$ cat config.mk
export PLATFORM = sky130hd
export DESIGN_NAME = nibble_adder_sched
export DESIGN_NICKNAME = d
export VERILOG_FILES = /design/src/rtl/nibble_adder_sched.sv
export SDC_FILE = /design/constraint.sdc
export NUM_CORES = 1
export LEC_CHECK = 0
export CAP_MARGIN = 20
export CORE_UTILIZATION = 47
export CTS_CLUSTER_DIAMETER = 30
export DETAILED_ROUTE_END_ITERATION = 12
export MAX_ROUTING_LAYER = met4
export PLACE_DENSITY = 0.91
export SKIP_CTS_REPAIR_TIMING = 1
export SLEW_MARGIN = 40
export SYNTH_ARGS = -nofsm -noshare
export SYNTH_HDL_FRONTEND = slang
export SYNTH_SLANG_ARGS = --single-unit
export TNS_END_PERCENT = 1
$ cat constraint.sdc
create_clock -name clk -period 3.5 [get_ports clk]
set_input_delay 0.7 -clock clk [delete_from_list [all_inputs] [get_ports clk]]
set_output_delay 0.7 -clock clk [all_outputs]
set_load 0.05 [all_outputs]
$ cat src/rtl/nibble_adder_sched.sv
// Two-requester wide adder that time-shares one 4-bit ripple slice, one nibble per cycle,
// LSB first, with a round-robin arbiter choosing whose operands to accept.
module nibble_adder_sched #(
    parameter int WORDS = 4
) (
    input  logic               clk,
    input  logic               rst,
    input  logic               req0_valid,
    output logic               req0_ready,
    input  logic [4*WORDS-1:0] req0_a,
    input  logic [4*WORDS-1:0] req0_b,
    input  logic               req1_valid,
    output logic               req1_ready,
    input  logic [4*WORDS-1:0] req1_a,
    input  logic [4*WORDS-1:0] req1_b,
    output logic               res_valid,
    input  logic               res_ready,
    output logic [4*WORDS-1:0] res_sum,
    output logic               res_carry,
    output logic               res_id
);
    localparam int W     = 4 * WORDS;
    localparam int CNT_W = (WORDS > 1) ? $clog2(WORDS) : 1;
    localparam logic [CNT_W-1:0] CNT_LAST = CNT_W'(WORDS - 1);

    localparam logic [1:0] ST_IDLE = 2'd0;
    localparam logic [1:0] ST_RUN  = 2'd1;
    localparam logic [1:0] ST_DONE = 2'd2;

    logic [1:0]       state_q, state_d;
    logic [W-1:0]     a_q, a_d, b_q, b_d, sum_q, sum_d;
    logic [CNT_W-1:0] cnt_q, cnt_d;
    logic             carry_q, carry_d;
    logic             id_q, id_d;
    logic             last_grant_q, last_grant_d;

    logic       grant;
    logic       accept_en;
    logic [3:0] a_nib, b_nib, s_nib;
    logic       c_out;

    // On a tie the requester that did not win last time goes first.
    always_comb begin
        if (req0_valid && req1_valid) grant = ~last_grant_q;
        else                          grant = req1_valid;
    end

    assign accept_en  = (state_q == ST_IDLE) && !rst;
    assign req0_ready = accept_en && req0_valid && !grant;
    assign req1_ready = accept_en && req1_valid &&  grant;

    // Shared slice: four full-adder cells rippling from the stored carry.
    always_comb begin : slice
        logic c;
        a_nib = a_q[{cnt_q, 2'b00} +: 4];
        b_nib = b_q[{cnt_q, 2'b00} +: 4];
        c     = carry_q;
        for (int i = 0; i < 4; i++) begin
            s_nib[i] = a_nib[i] ^ b_nib[i] ^ c;
            c        = (a_nib[i] & b_nib[i]) | (c & (a_nib[i] ^ b_nib[i]));
        end
        c_out = c;
    end

    always_comb begin
        // NOTE: every next-state signal takes its hold value first so no path infers a latch.
        state_d      = state_q;
        a_d          = a_q;
        b_d          = b_q;
        sum_d        = sum_q;
        cnt_d        = cnt_q;
        carry_d      = carry_q;
        id_d         = id_q;
        last_grant_d = last_grant_q;
        case (state_q)
            ST_IDLE: begin
                if (req0_ready || req1_ready) begin
                    a_d          = grant ? req1_a : req0_a;
                    b_d          = grant ? req1_b : req0_b;
                    id_d         = grant;
                    last_grant_d = grant;
                    cnt_d        = '0;
                    carry_d      = 1'b0;
                    state_d      = ST_RUN;
                end
            end
            ST_RUN: begin
                sum_d[{cnt_q, 2'b00} +: 4] = s_nib;
                carry_d = c_out;
                if (cnt_q == CNT_LAST) state_d = ST_DONE;
                else                   cnt_d   = cnt_q + 1'b1;
            end
            ST_DONE: begin
                if (res_ready) state_d = ST_IDLE;
            end
            default: state_d = ST_IDLE;
        endcase
    end

    always_ff @(posedge clk or posedge rst) begin
        if (rst) begin
            state_q      <= ST_IDLE;
            a_q          <= '0;
            b_q          <= '0;
            sum_q        <= '0;
            cnt_q        <= '0;
            carry_q      <= 1'b0;
            id_q         <= 1'b0;
            last_grant_q <= 1'b1;
        end else begin
            // NOTE: non-blocking updates so every register samples the pre-edge values.
            state_q      <= state_d;
            a_q          <= a_d;
            b_q          <= b_d;
            sum_q        <= sum_d;
            cnt_q        <= cnt_d;
            carry_q      <= carry_d;
            id_q         <= id_d;
            last_grant_q <= last_grant_d;
        end
    end

    assign res_valid = (state_q == ST_DONE);
    assign res_sum   = sum_q;
    assign res_carry = carry_q;
    assign res_id    = id_q;

endmodule

==> flow_metrics.py <==
metrics = {
    "run_status": {
        "status": "finished, final reports clean",
    },
    "sta": {
        "fin_skew_ns": 0.0133,
        "rsz0062_at_grt": "no",
        "hold_viol": 0,
        "slew_viol_final": 0,
        "relSlewSlack": 0.625,
        "worst_slew_pin_slew_ns": 0.562,
        "post-route-min-period_ns": 2.96,
        "setup_ws_ns": 0.537,
        "setup_viol": 0,
        "period_share": 0.847,
        "tns_ns": 0,
        "clock.fmax_mhz": 338,
    },
    "worst_setup_path": {
        "worstPathRequired_ns": 2.80,
        "cp-start-kind": "input pin",
        "setup.worst_path.class": "in2out",
        "critPathMaxFanout": 6,
        "worstPathArrival_ns": 2.26,
        "critPathCaptureType": "output pin",
    },
    "final_layout": {
        "fin_area_sq_um": 3900,
        "final_common_cell": "clkdlybuf4s50_1",
        "antenna_cells": 0,
        "fin_util": 0.663,
        "final_cell_mix": "clkdlybuf4s50_1, dfrtp_1, o32ai_1, a2bb2oi_1, nand2_1",
        "fin_nets": 401,
        "syn2layout_area_growth_pct": 36.9,
        "drive_above_1_share": 0.105,
    },
    "placed_design": {
        "dpl_cell_area_sq_um": 3790,
        "port_buffers": 89,
        "finalWeightedCongestion": 0.839,
        "dp_hpwl_um": 5230,
        "pre_cts_slack_ns": 0.540,
    },
    "routing": {
        "wire_per_inst_um": 17.7,
        "drc": 0,
        "detail-route-antenna-nets": 0,
        "wl_um": 7060,
        "vias": 2381,
        "drt_pre_antenna_iters": 4,
        "vias_per_cell": 5.98,
        "drt_iter0_drc": 84,
    },
    "grt": {
        "grt_usage": 0.248,
        "overflow": 0,
        "grt_max_degree": 35,
        "antenna_found_initial": 0,
        "grt_pass1_wl_um": 11600,
        "grt_pass1_vias": 2376,
    },
    "power_and_ir_drop": {
        "p_int_w": 0.00190,
        "pwr-share-clk": 0.131,
        "leakage_nw": 1.54,
        "seqPwrFrac": 0.342,
        "power.density_nw_per_um2": 844,
        "switchingPower_w": 0.00140,
        "combPwrFrac": 0.527,
        "finalPower_w": 0.00330,
        "swShare": 0.423,
        "ir_drop_uv": 543,
    },
    "clock_tree": {
        "clockBufferDepth": 2,
        "clock-sinks": 55,
        "htreeDepth": 2,
        "cts_buffers": 5,
        "cts_tree": "yes",
        "cts-root-buf": "clkbuf_8",
        "clk_pin_slew_ns": 0.11,
        "clk_latency_ns": 0.31,
    },
    "synthesis": {
        "synth_enable_flop_cells": 0,
        "synth_compound_area_frac": 0.249,
        "async_flop_share": 1.00,
        "ys_types": 37,
        "synthAdderAreaFrac": 0.0544,
        "synth_mux_area_frac": 0.0632,
        "ys_warn_count": 0,
        "avgSynthCellArea_sq_um": 11.9,
        "ys_ff_latch": 55,
        "yosys.area_share.simple": 0.0864,
        "synth_ff_type": "dfrtp_1",
        "ys_seq_area_frac": 0.483,
        "synthXorXnorAreaFrac": 0,
        "syn_inst": 240,
        "syn-num-nets": 319,
        "netlist_area_sq_um": 2850,
        "synth_top_family_by_area": "compound AO/OA/AOI/OAI gates",
    },
    "run": {
        "maxCapViolCount": 0,
    },
    "hold_path": {
        "hold_class": "reg2reg",
    },
    "floorplan": {
        "start_util": 0.484,
        "die_w_um": 79.9,
        "die_y_um": 79.9,
        "die_area_sq_um": 6380,
        "io_pins": 90,
        "rows": 28,
        "core_area_sq_um": 5890,
    },
}
## power by group through the flow
stage	logic (W)	registers (W)	clock network, W
after floorplan	0.00110	0.00123	0
after global placement	0.00168	0.00110	0
after detailed placement	0.00173	0.00113	0
after CTS	0.00173	0.00112	0.000434
after global routing	0.00192	0.00116	0.000460
final	0.00174	0.00113	0.000433
## area by class of cell
type | instances | area (sq um)
fill | 439 | 1980
sequential | 55 | 1380
multi-input combinational | 150 | 1300
timing repair buffer | 96 | 963
tap | 75 | 93.8
clock buffer | 5 | 68.8
inverter | 14 | 52.6
clock inverter | 3 | 46.3
## synthesized netlist by cell type (2+ instances only)
library cell,count,area share
a2bb2oi_1,32,0.098
buf_6,2,0.0079
buf_8,3,0.016
clkbuf_1,15,0.020
dfrtp_1,54,0.47
fa_1,4,0.028
ha_1,6,0.026
inv_1,13,0.017
mux4_2,8,0.063
nand2_1,18,0.024
nand3b_1,5,0.013
nor2_1,3,0.0039
o21ai_0,17,0.030
o22ai_1,2,0.0044
o31ai_1,2,0.0053
o32ai_1,32,0.098
or3_1,2,0.0044
or4_1,3,0.0079
## critical path, cell delays in order
cell and delay (ns):
clkdlybuf4s50_1 0.48, or3_1 0.50, nor3_1 0.39, buf_12 0.19
## registers in the layout, summed over array words and instances (netlist names)
| register | cells |
|---|---|
| last_grant_q | 1 |
| res_id | 1 |
| res_carry | 1 |
| state_q | 2 |
| a_q | 16 |
| cnt_q | 2 |
| b_q | 16 |
| res_sum | 16 |
## worst paths after layout
kind,startpoint,endpoint,slack (ns),depth (start not counted)
setup reg to reg,cnt_q[0],res_sum[3],0.76,7
min in group asynchronous,rst,cnt_q[1],0.85,2
max in group asynchronous,rst,b_q[11],1.89,3
hold reg to reg,res_sum[7],res_sum[7],0.50,2
setup / recovery,rst,req0_ready,0.54,4
hold / removal,res_sum[7],res_sum[7],0.50,2
## per-stage QoR
stage | cells | hold slack [ns]
after floorplan | 240 | 0.500
after global placement | 390 | 0.462
after detailed placement | 390 | 0.476
after CTS | 398 | 0.501
after global routing | 398 | 0.526
final | 398 | 0.497
## per-layer routing
| layer | GRT usage | vias up | routed length (um) | part of all wire |
|---|---|---|---|---|
| met1 | 0.318 | 1171 | 2900 | 0.41 |
| met5 | - | - | 0 | 0 |
| met2 | 0.396 | 91 | 3600 | 0.51 |
| met3 | 0.0400 | 20 | 396 | 0.056 |
| met4 | 0.0964 | 0 | 170 | 0.024 |
| li1 | - | 1099 | - | - |
## kinds of logic (layout without fill, tap and decap cells)
logic type	after synthesis	after routing
buffers and inverters	35	118
muxes	8	8
and+or+nand+nor	42	42
adders and majority gates	10	10
DFF	55	55
AOI/OAI and AO/OA	90	90
(Power assumes the default switching activity.)
